$ cat src/rtl/flex_cnt_pkg.sv
// Shared definitions for the flex up/down counter.
//   DIR_UP / DIR_DOWN : encoding of the count_down input.
//   cnt_t             : wide unsigned working type; channel widths up to
//                       CNT_W_MAX are zero-extended into it, so no compare
//                       or +/-1 ever truncates.
//   flex_next_count   : next count for one enabled channel.
//   flex_is_wrap      : the advance starts from the terminal value.
//   flex_is_term      : a given next count is the terminal value.
package flex_cnt_pkg;

    localparam int   CNT_W_MAX = 32;
    localparam logic DIR_UP    = 1'b0;
    localparam logic DIR_DOWN  = 1'b1;

    typedef logic [CNT_W_MAX-1:0] cnt_t;

    // Up:   count < R -> count+1, otherwise 1.
    // Down: 1 < count <= R -> count-1, otherwise R.
    // R == 0 pins the channel at zero.
    function automatic cnt_t flex_next_count(input cnt_t count, input cnt_t r,
                                             input logic down);
        cnt_t nxt;
        if (r == '0)
            nxt = '0;
        else if (down == DIR_UP)
            nxt = (count < r) ? count + cnt_t'(1) : cnt_t'(1);
        else
            nxt = (count > cnt_t'(1) && count <= r) ? count - cnt_t'(1) : r;
        return nxt;
    endfunction

    // Only a true terminal-value advance is a wrap; out-of-range
    // corrections (e.g. 0 -> R in down mode) are not.
    function automatic logic flex_is_wrap(input cnt_t count, input cnt_t r,
                                          input logic down);
        if (r == '0)
            return 1'b0;
        return (down == DIR_UP) ? (count == r) : (count == cnt_t'(1));
    endfunction

    function automatic logic flex_is_term(input cnt_t nxt, input cnt_t r,
                                          input logic down);
        if (r == '0)
            return 1'b0;
        return (down == DIR_UP) ? (nxt == r) : (nxt == cnt_t'(1));
    endfunction

endpackage

$ cat src/rtl/flex_counter_ch.sv
// One channel of the flex up/down counter.
// Optional feature: FLEX_CNT_LOAD_EN adds load / load_val.
// Ports:
//   clk, n_rst        clock, async active-low reset
//   clear             synchronous clear (highest priority)
//   load, load_val    parallel load (FLEX_CNT_LOAD_EN only)
//   count_enable      advance request
//   count_down        direction (DIR_DOWN = 1)
//   rollover_val      terminal value R
//   count_out         registered count
//   rollover_flag     registered: count_out is the terminal value
//   wrap_pulse        registered one-cycle pulse after a wrap
// NUM_CNT_BITS must not exceed flex_cnt_pkg::CNT_W_MAX.
module flex_counter_ch
    import flex_cnt_pkg::*;
#(
    parameter int NUM_CNT_BITS = 4
) (
    input  logic                    clk,
    input  logic                    n_rst,
    input  logic                    clear,
`ifdef FLEX_CNT_LOAD_EN
    input  logic                    load,
    input  logic [NUM_CNT_BITS-1:0] load_val,
`endif
    input  logic                    count_enable,
    input  logic                    count_down,
    input  logic [NUM_CNT_BITS-1:0] rollover_val,
    output logic [NUM_CNT_BITS-1:0] count_out,
    output logic                    rollover_flag,
    output logic                    wrap_pulse
);

    cnt_t cur_w;
    cnt_t r_w;
    cnt_t nxt_w;
    logic nxt_wrap;
    logic nxt_flag;

    always_comb begin
        cur_w    = cnt_t'(count_out);
        r_w      = cnt_t'(rollover_val);
        nxt_w    = cur_w;
        nxt_wrap = 1'b0;
        if (clear)
            nxt_w = '0;
`ifdef FLEX_CNT_LOAD_EN
        // R == 0 pins the channel at zero even against a load.
        else if (load)
            nxt_w = (r_w == '0) ? '0 : cnt_t'(load_val);
`endif
        else if (r_w == '0)
            nxt_w = '0;
        else if (count_enable) begin
            nxt_w    = flex_next_count(cur_w, r_w, count_down);
            nxt_wrap = flex_is_wrap(cur_w, r_w, count_down);
        end
        // Flag comes from the next state, so it lines up with count_out and
        // follows R / direction changes even while the channel holds.
        nxt_flag = flex_is_term(nxt_w, r_w, count_down);
    end

    always_ff @(posedge clk or negedge n_rst) begin
        if (!n_rst) begin
            count_out     <= '0;
            rollover_flag <= 1'b0;
            wrap_pulse    <= 1'b0;
        end else begin
            count_out     <= NUM_CNT_BITS'(nxt_w);
            rollover_flag <= nxt_flag;
            wrap_pulse    <= nxt_wrap;
        end
    end

endmodule

$ cat src/rtl/flex_updown_counter.sv
// NUM_CH independent flex up/down counters with packed per-channel buses.
// Optional feature: FLEX_CNT_LOAD_EN adds load / load_val.
// Ports (channel i uses bit i, or bits [i*NUM_CNT_BITS +: NUM_CNT_BITS]):
//   clk, n_rst        clock, async active-low reset
//   clear             per-channel synchronous clear
//   load, load_val    per-channel parallel load (FLEX_CNT_LOAD_EN only)
//   count_enable      per-channel advance request
//   count_down        per-channel direction, 1 = down
//   rollover_val      packed terminal values
//   count_out         packed registered counts
//   rollover_flag     per-channel terminal-count flag
//   wrap_pulse        per-channel one-cycle wrap pulse
module flex_updown_counter
    import flex_cnt_pkg::*;
#(
    parameter int NUM_CNT_BITS = 4,
    parameter int NUM_CH       = 2
) (
    input  logic                           clk,
    input  logic                           n_rst,
    input  logic [NUM_CH-1:0]              clear,
`ifdef FLEX_CNT_LOAD_EN
    input  logic [NUM_CH-1:0]              load,
    input  logic [NUM_CH*NUM_CNT_BITS-1:0] load_val,
`endif
    input  logic [NUM_CH-1:0]              count_enable,
    input  logic [NUM_CH-1:0]              count_down,
    input  logic [NUM_CH*NUM_CNT_BITS-1:0] rollover_val,
    output logic [NUM_CH*NUM_CNT_BITS-1:0] count_out,
    output logic [NUM_CH-1:0]              rollover_flag,
    output logic [NUM_CH-1:0]              wrap_pulse
);

    for (genvar i = 0; i < NUM_CH; i++) begin : g_ch
        flex_counter_ch #(
            .NUM_CNT_BITS (NUM_CNT_BITS)
        ) u_ch (
            .clk           (clk),
            .n_rst         (n_rst),
            .clear         (clear[i]),
`ifdef FLEX_CNT_LOAD_EN
            .load          (load[i]),
            .load_val      (load_val[i*NUM_CNT_BITS +: NUM_CNT_BITS]),
`endif
            .count_enable  (count_enable[i]),
            .count_down    (count_down[i]),
            .rollover_val  (rollover_val[i*NUM_CNT_BITS +: NUM_CNT_BITS]),
            .count_out     (count_out[i*NUM_CNT_BITS +: NUM_CNT_BITS]),
            .rollover_flag (rollover_flag[i]),
            .wrap_pulse    (wrap_pulse[i])
        );
    end

endmodule

$ cat config.mk
export PLATFORM = sky130hd
export DESIGN_NAME = flex_updown_counter
export DESIGN_NICKNAME = d
export VERILOG_FILES = /design/src/rtl/flex_cnt_pkg.sv /design/src/rtl/flex_counter_ch.sv /design/src/rtl/flex_updown_counter.sv
export SDC_FILE = /design/constraint.sdc
export NUM_CORES = 1
export LEC_CHECK = 0
export BUFFER_PORTS_ARGS = -buffer_cell sky130_fd_sc_hd__buf_2
export CORE_MARGIN = 3
export CORE_UTILIZATION = 47
export CTS_BUF_LIST = sky130_fd_sc_hd__clkbuf_4 sky130_fd_sc_hd__clkbuf_8
export DETAILED_ROUTE_END_ITERATION = 8
export PLACE_DENSITY_LB_ADDON = 0.08
export SETUP_SLACK_MARGIN = 0.15
export SKIP_CTS_REPAIR_TIMING = 1
export SLEW_MARGIN = 25
export SYNTH_ARGS = -nofsm -noshare
export SYNTH_HDL_FRONTEND = slang
export SYNTH_HIERARCHICAL = 1
export SYNTH_SLANG_ARGS = --single-unit
$ cat constraint.sdc
create_clock -name clk -period 4.66 [get_ports clk]
set_input_delay 0.932 -clock clk [delete_from_list [all_inputs] [get_ports clk]]
set_output_delay 0.932 -clock clk [all_outputs]
set_load 0.01 [all_outputs]
==> results of run 1 <==
## sequential cells by signal (all words and copies together), names as in the netlist
register,flops
g_ch.u_ch/count_out,8
g_ch.u_ch/rollover_flag,2
g_ch.u_ch/wrap_pulse,2
## cells in the mapped netlist, types with 4 or more instances
cell type	instances	share of area, %
a31oi_1	8	2.9
o21ai_0	4	1.2
a22o_1	4	2.0
dfrtp_1	12	18
nor4_1	6	2.2
o211ai_1	6	2.6
a41oi_1	4	2.0
nand3_1	4	1.2
inv_1	14	3.1
nor2_1	14	3.1
a21oi_1	12	3.5
mux2i_1	8	4.7
nand2_1	20	4.4
xor2_1	4	2.0
ha_1	14	10
nand4_1	4	1.5
buf_2	6	1.8
## stage by stage
stage	setup slack, ns	total power, mW	instances	utilization (%)	hold slack, ns
2_1_floorplan	2.06	0.272	210	-	0.636
3_3_place_gp	1.67	0.329	275	54.6	0.653
3_5_place_dp	1.63	0.333	275	54.6	0.662
4_1_cts	1.90	0.416	279	55.6	0.530
5_1_grt	1.75	0.447	279	55.6	0.540
6_report	1.87	0.420	279	55.6	0.520
## worst max path at each step
| stage | depth (start not counted) | endpoint | startpoint | slack, ns |
|---|---|---|---|---|
| after floorplan | 7 | g_ch[0].u_ch/rollover_flag$_DFF_PN0_ | rollover_val[3] | 2.06 |
| after global placement | 8 | g_ch[0].u_ch/rollover_flag$_DFF_PN0_ | rollover_val[3] | 1.67 |
| after detailed placement | 8 | g_ch[1].u_ch/rollover_flag$_DFF_PN0_ | rollover_val[7] | 1.63 |
| after CTS | 8 | g_ch[1].u_ch/rollover_flag$_DFF_PN0_ | rollover_val[7] | 1.90 |
| after global routing | 9 | g_ch[1].u_ch/rollover_flag$_DFF_PN0_ | rollover_val[6] | 1.75 |
| final | 8 | g_ch[1].u_ch/rollover_flag$_DFF_PN0_ | rollover_val[7] | 1.87 |
## where the power goes
| part | internal, mW | switching (mW) |
|---|---|---|
| clock network | 0.0475 | 0.0353 |
| logic | 0.0797 | 0.126 |
| registers | 0.112 | 0.0197 |
## cell families after synthesis
| logic type | after synthesis | share of synthesized area (%) |
|---|---|---|
| AO/OA/AOI/OAI | 72 | 31.6 |
| XOR/XNOR | 6 | 3.07 |
| adder cells (fa/ha/maj) | 14 | 10.2 |
| buffers and inverters | 24 | 5.71 |
| flip-flops | 12 | 17.6 |
| multiplexers | 8 | 4.69 |
| AND/OR/NAND/NOR | 74 | 27.1 |
## area by class of cell
class                           instances  area share, %
Multi-Input combinational cell        174           69.0
Timing Repair Buffer                   27           7.11
Inverter                               16           3.16
Tap cell                               46           3.03
Clock buffer                            4           1.91
Sequential cell                        12           15.8
## routing by layer
metal / up-vias / GRT usage, % / share of wire, %
li1: 880 / - / -
met1: 872 / 37.6 / 46
met2: 119 / 36.3 / 44
met3: 0 / 4.59 / 10
met4: 0 / 1.02 / 0
met5: - / 0 / 0
## worst reg2reg max path: stages (launching register included)
cell	delay, ns
dfrtp_1	0.51
inv_1	0.21
ha_1	0.34
nand4_2	0.14
a22o_1	0.28
nor2_4	0.27
mux2i_1	0.27
o22ai_1	0.12
nor4_2	0.29
==> reports/metrics.cfg, run 1 <==
[outcome]
status = finished clean

[global_routing]
overflow = 0
grt_max_degree = 14
antenna_found_initial = 0
grt_pass1_vias = 1672
grt_use_total_pct = 24.4
grt_pass1_wl_um = 8490

[placed_design]
placed_area_um2 = 1860
portBuffers = 27
gp_congestion = 0.967
dp_hpwl_um = 3910

[power]
power_leakage_nw = 0.870
powerDensity_nw_per_um2 = 221
vdd_drop_max_v = 0.000105

[cells_and_area]
nNetsFinal = 264
areaGrowthSynthToFinish_pct = 11.2
drive_above_1_share_pct = 19.3
seq_area_um2 = 300
final_cell_mix = buf_2, nand2_1, inv_1, nor2_1, ha_1
num-fill-cells = 315
stdcell_area_um2 = 1900
antennaDiodeCount = 0
layout_commonest_cell = buf_2
multi_input_area_um2 = 1310

[sta]
fin_worst_skew_ns = 0.00854
slew_headroom_pct = 54.2
setup_viol = 0
final_hold_viol_count = 0
fin_tns_setup_ns = 0
maxSlewViolCount = 0
worst_pin_slew_ns = 0.688
rsz0062_at_grt = no
clock.fmax_mhz = 358
final.min_clock_period_ns = 2.79
fin_crit_sh_pct = 59.9

[route]
drt_wl_total_um = 5140
ant_nets = 0
num_vias = 1871
wl_per_cell_um = 18.4
firstDrtPassIters = 5
drcViolationCount = 0
viasPerCell = 6.71
drtIter0Drc = 129

[yosys]
syn_avg_cell_area_um2 = 8.14
synth_area_um2 = 1710
syn-num-nets = 240
ys_ff_latch = 12
syn_inst = 210
ys_warn_count = 6
async_flop_share_pct = 100
synth_cell_types = 50
synth_flop_cell = dfrtp_1
yosysSeqAreaShare_pct = 17.6
synth-edff-count = 0

[worst_setup_path]
worstSetupStartpointType = input port
slowest_delay_ns = 0.58
crit_required_ns = 4.82
path_class = input port to register
cp.arrival_ns = 2.95
cpMaxStageDelayCell = a21oi_1
cp_num_buf_inv = 2
r2r_cells = 8
r2r_start = g_ch[1].u_ch/count_out[0]$_DFF_PN0_
critical_path.max_fanout = 9
r2r-end = g_ch[1].u_ch/rollover_flag$_DFF_PN0_
end_kind = register
r2r_slack_ns = 2.15
path_delay_family = compound AO/OA/AOI/OAI gates
path_cells = buf_2, inv_1, ha_1, a21oi_1, nand2_1, or4_1, a31oi_1, nor4_2

[floorplan]
io_pins = 28
rows = 21
fp.coreArea_um2 = 3420
die_x_um = 66.3
die_area_um2 = 4400
start_util_pct = 50.0
die_h_um = 66.3

[clock_network]
clock_path_buffers = 2
h-tree-depth = 1
cts_made_buffers = 3
root_buffer = clkbuf_4
numClockSinks = 12
clkTransAtPathRegs_ns = 0.08
worstSkewPairLatency_ns = 0.27
cts_tree = done

[job]
maxCapViolCount = 0

[hold_path]
hp-class = input port to async pin

No activity file was read; power rests on OpenSTA's default activity.
==> inputs of run 2 (changes only) <==
==> constraint.sdc (replaced) <==
create_clock -name clk -period 2.7 [get_ports clk]
set_input_delay 0.54 -clock clk [delete_from_list [all_inputs] [get_ports clk]]
set_output_delay 0.54 -clock clk [all_outputs]
set_load 0.01 [all_outputs]
==> reports/metrics.cfg, run 2 (synthesis gave the netlist of run 1 again) <==
[worst_setup_path]
crit_required_ns = 2.88
cp.arrival_ns = 2.54
worstSetupStartpointType = register
path_cells = inv_1, ha_1, and2b_1, o211ai_4, a41oi_1, o32ai_1, o211ai_1, nor4_2
critical_path.max_fanout = 9
cp_num_buf_inv = 1
path_class = register to register
cpMaxStageDelayCell = dfrtp_2
path_delay_family = compound AO/OA/AOI/OAI gates
end_kind = register
slowest_delay_ns = 0.48

[route]
drt_wl_total_um = 5410
ant_nets = 0
drcViolationCount = 0
num_vias = 1928
viasPerCell = 6.63
firstDrtPassIters = 5
wl_per_cell_um = 18.6
drtIter0Drc = 197

[clock_network]
h-tree-depth = 1
cts_made_buffers = 3
clock_path_buffers = 2
worstSkewPairLatency_ns = 0.28
root_buffer = clkbuf_4
numClockSinks = 12
cts_tree = done
clkTransAtPathRegs_ns = 0.09

[floorplan]
die_area_um2 = 4400
die_h_um = 66.3
io_pins = 28
rows = 21
die_x_um = 66.3
start_util_pct = 50.0
fp.coreArea_um2 = 3420

[placed_design]
portBuffers = 27
gp_congestion = 0.957
dp_hpwl_um = 4180
placed_area_um2 = 1950

[cells_and_area]
regMostFlops = g_ch.u_ch/count_out
num-fill-cells = 339
areaGrowthSynthToFinish_pct = 17.1
nNetsFinal = 276
stdcell_area_um2 = 2000
antennaDiodeCount = 0
drive_above_1_share_pct = 23.7
largest_reg_flops = 8
layout_commonest_cell = buf_2
reg.largest.list = g_ch.u_ch/count_out (8), g_ch.u_ch/rollover_flag (2), g_ch.u_ch/wrap_pulse (2)
final_cell_mix = buf_2, nand2_1, inv_1, nor2_1, ha_1

[sta]
whs_ns = 0.126
setup_viol = 0
rsz0062_at_grt = no
fin_worst_skew_ns = 0.00549
worst_pin_slew_ns = 0.562
clock.fmax_mhz = 425
maxSlewViolCount = 0
fin_crit_sh_pct = 87.2
fin_tns_setup_ns = 0
slew_headroom_pct = 62.3
final.min_clock_period_ns = 2.35
final_hold_viol_count = 0

[global_routing]
grt_pass1_vias = 1793
grt_pass1_wl_um = 9070
grt_max_degree = 14
antenna_found_initial = 0
overflow = 0
grt_use_total_pct = 26.4

[power]
pwr-share-clk_pct = 19.7
powerDensity_nw_per_um2 = 382
vdd_drop_max_v = 0.000223
fin_total_pwr_uw = 764
comb_power_share_pct = 52.9
net-switching-power_uw = 327
switching_share_pct = 42.8
power_leakage_nw = 0.927
power_frac_seq_pct = 27.4
intPower_uw = 437

[hold_path]
hp-class = input port to async pin

[outcome]
status = finished clean

[job]
maxCapViolCount = 0

-- run 2: cell count changes in the layout (fill, tap and decap cells not counted), sizes merged --
| cell | before | now |
|---|---|---|
| buf | 27 | 39 |
-- run 2: metrics by stage --
step	instances	utilization (%)	worst slack [ns]
floorplan	210	-	0.496
global placement	287	57.2	0.127
detailed placement	287	57.2	0.116
CTS	291	58.3	0.270
global route	291	58.6	0.185
finish	291	58.6	0.347
-- run 2: power groups by stage --
stage                     clock network, mW  registers (mW)  logic, mW
after CTS                             0.154           0.208      0.392
after detailed placement                  0           0.212      0.391
after global placement                    0           0.211      0.382
final                                 0.151           0.209      0.404
after global routing                  0.165           0.211      0.442
after floorplan                           0           0.218      0.252
-- run 2: final cells by class --
| type | instances | area [µm²] | area share (%) |
|---|---|---|---|
| Multi-Input combinational cell | 174 | 1320 | 66.0 |
| Clock buffer | 4 | 36.3 | 1.81 |
| Sequential cell | 12 | 302 | 15.1 |
| Tap cell | 46 | 57.6 | 2.88 |
| Timing Repair Buffer | 39 | 225 | 11.3 |
| Inverter | 16 | 60.1 | 3.00 |
-- run 2: path summary, 6_finish.rpt --
check / from / endpoint / slack (ns) / cells past startpoint
max: g_ch[0].u_ch/count_out[0]$_DFF_PN0_ / g_ch[0].u_ch/rollover_flag$_DFF_PN0_ / 0.35 / 8
min: n_rst / g_ch[1].u_ch/count_out[1]$_DFF_PN0_ / 0.13 / 1
max reg2reg: g_ch[0].u_ch/count_out[0]$_DFF_PN0_ / g_ch[0].u_ch/rollover_flag$_DFF_PN0_ / 0.35 / 8
min reg2reg: g_ch[0].u_ch/count_out[0]$_DFF_PN0_ / g_ch[0].u_ch/count_out[0]$_DFF_PN0_ / 0.66 / 2
max in group asynchronous: n_rst / g_ch[0].u_ch/count_out[0]$_DFF_PN0_ / 2.33 / 1
min in group clk: count_enable[1] / g_ch[1].u_ch/count_out[1]$_DFF_PN0_ / 0.59 / 2
-- run 2: per-layer routing --
metal	vias up	track usage [%]	wire length [µm]
met5	-	0	0
met4	0	2.79	12
met3	4	4.59	618
met2	121	37.4	2270
met1	904	41.8	2510
li1	899	-	-
==> inputs of run 3 (changes only) <==
--- a/config.mk
+++ b/config.mk
@@ -10,7 +10,7 @@
 export CORE_UTILIZATION = 47
 export CTS_BUF_LIST = sky130_fd_sc_hd__clkbuf_4 sky130_fd_sc_hd__clkbuf_8
 export DETAILED_ROUTE_END_ITERATION = 8
-export PLACE_DENSITY_LB_ADDON = 0.08
+export PLACE_DENSITY = 0.77
 export SETUP_SLACK_MARGIN = 0.15
 export SKIP_CTS_REPAIR_TIMING = 1
 export SLEW_MARGIN = 25
==> reports/metrics.cfg, run 3 (synthesis gave the netlist of run 1 again) <==
[sta]
layout_setup_ws_ns = 0.341
whs_ns = 0.120
fin_tns_setup_ns = 0
fin_crit_sh_pct = 87.4
maxSlewViolCount = 0
final.min_clock_period_ns = 2.36
final_hold_viol_count = 0
clock.fmax_mhz = 424
worst_pin_slew_ns = 0.574
setup_viol = 0
rsz0062_at_grt = no
fin_worst_skew_ns = 0.0186
slew_headroom_pct = 61.4

[cells_and_area]
areaGrowthSynthToFinish_pct = 16.9
final_cell_mix = buf_2, nand2_1, inv_1, nor2_1, ha_1
layout.cells.non_filler = 292
nNetsFinal = 277
seq_area_um2 = 300
drive_above_1_share_pct = 23.6
layout_commonest_cell = buf_2
multi_input_area_um2 = 1310
antennaDiodeCount = 0
regMostFlops = g_ch.u_ch/count_out
fin_util_pct = 58.5
reg.largest.list = g_ch.u_ch/count_out (8), g_ch.u_ch/rollover_flag (2), g_ch.u_ch/wrap_pulse (2)
num-fill-cells = 338
stdcell_area_um2 = 2000
largest_reg_flops = 8

[worst_setup_path]
cp.arrival_ns = 2.52
endpoint = g_ch[1].u_ch/rollover_flag$_DFF_PN0_
worstSetupStartpointType = input port
end_kind = register
path_class = input port to register
r2r-end = g_ch[0].u_ch/rollover_flag$_DFF_PN0_
path_delay_family = compound AO/OA/AOI/OAI gates
slowest_delay_ns = 0.38
r2r_cells = 7
crit_required_ns = 2.87
path_cells = buf_2, inv_1, ha_1, a21o_1, a22o_1, nor2_4, mux2i_1, o22ai_1, nor4_2
cp_num_buf_inv = 2
cp.depth = 9
cpMaxStageDelayCell = ha_1
r2r_slack_ns = 0.38
r2r_start = g_ch[0].u_ch/count_out[1]$_DFF_PN0_
critical_path.max_fanout = 8
crit_start = rollover_val[7]

[clock_network]
numClockSinks = 12
worstSkewPairLatency_ns = 0.28
clkTransAtPathRegs_ns = 0.09
cts_tree = done
clock_path_buffers = 2
root_buffer = clkbuf_4
h-tree-depth = 1
cts_made_buffers = 3

[global_routing]
grt_pass1_vias = 1678
grt_pass1_wl_um = 8140
antenna_found_initial = 0
grt_max_degree = 14
grt_use_total_pct = 23.6
overflow = 0

[hold_path]
hp-class = input port to async pin

[route]
drtIter0Drc = 255
ant_nets = 0
num_vias = 1923
viasPerCell = 6.59
drcViolationCount = 0
wl_per_cell_um = 17.0
firstDrtPassIters = 6
drt_wl_total_um = 4960

[placed_design]
gp_congestion = 1.03
placed_area_um2 = 1960
dp_slack_ns = 0.111
portBuffers = 27
dp_hpwl_um = 3770
dp.cells = 288

[power]
powerDensity_nw_per_um2 = 375
fin_total_pwr_uw = 750
power_leakage_nw = 0.934
vdd_drop_max_v = 0.000119

[floorplan]
rows = 21
fp.coreArea_um2 = 3420
io_pins = 28
die_h_um = 66.3
die_area_um2 = 4400
die_x_um = 66.3
start_util_pct = 50.0

[outcome]
status = finished clean

[job]
maxCapViolCount = 0

-- run 3: cell count changes in the layout (fill, tap and decap cells not counted) --
cell / delta
buf_4: +1
dfrtp_1: +1
dfrtp_2: -1
o211ai_2: +1
o211ai_4: -1
-- run 3: per-layer routing --
| metal | track usage [%] | vias up | routed length, µm |
|---|---|---|---|
| met3 | 4.25 | 6 | 557 |
| li1 | - | 896 | - |
| met4 | 4.57 | 0 | 39 |
| met2 | 34.4 | 128 | 2160 |
| met1 | 35.6 | 893 | 2210 |
| met5 | 0 | - | 0 |
-- run 3: power by group --
part	switching (mW)	internal [mW]
Combinational	0.242	0.160
Clock	0.0633	0.0818
Sequential	0.0101	0.193
-- run 3: worst register-to-register path: stages, from the launching register on --
cell	delay (ns)
dfrtp_1	0.46
ha_1	0.33
and2b_1	0.19
o211ai_2	0.39
nand2_1	0.11
or4_1	0.43
a31oi_1	0.24
nor4_2	0.08
-- run 3: cell type report --
class	count	share of cell area [%]
Tap cell	46	2.88
Inverter	16	3.01
Multi-Input combinational cell	174	65.6
Sequential cell	12	15.0
Clock buffer	4	1.82
Timing Repair Buffer	40	11.6
-- run 3: worst min path at each step --
stage / from / end / slack (ns) / cells after the start
after floorplan: n_rst / g_ch[0].u_ch/count_out[0]$_DFF_PN0_ / 0.24 / 0
after global placement: n_rst / g_ch[0].u_ch/count_out[3]$_DFF_PN0_ / 0.43 / 1
after detailed placement: n_rst / g_ch[0].u_ch/count_out[3]$_DFF_PN0_ / 0.43 / 1
after CTS: n_rst / g_ch[0].u_ch/count_out[3]$_DFF_PN0_ / 0.13 / 1
after global routing: n_rst / g_ch[0].u_ch/count_out[3]$_DFF_PN0_ / 0.13 / 1
final: n_rst / g_ch[0].u_ch/rollover_flag$_DFF_PN0_ / 0.12 / 1
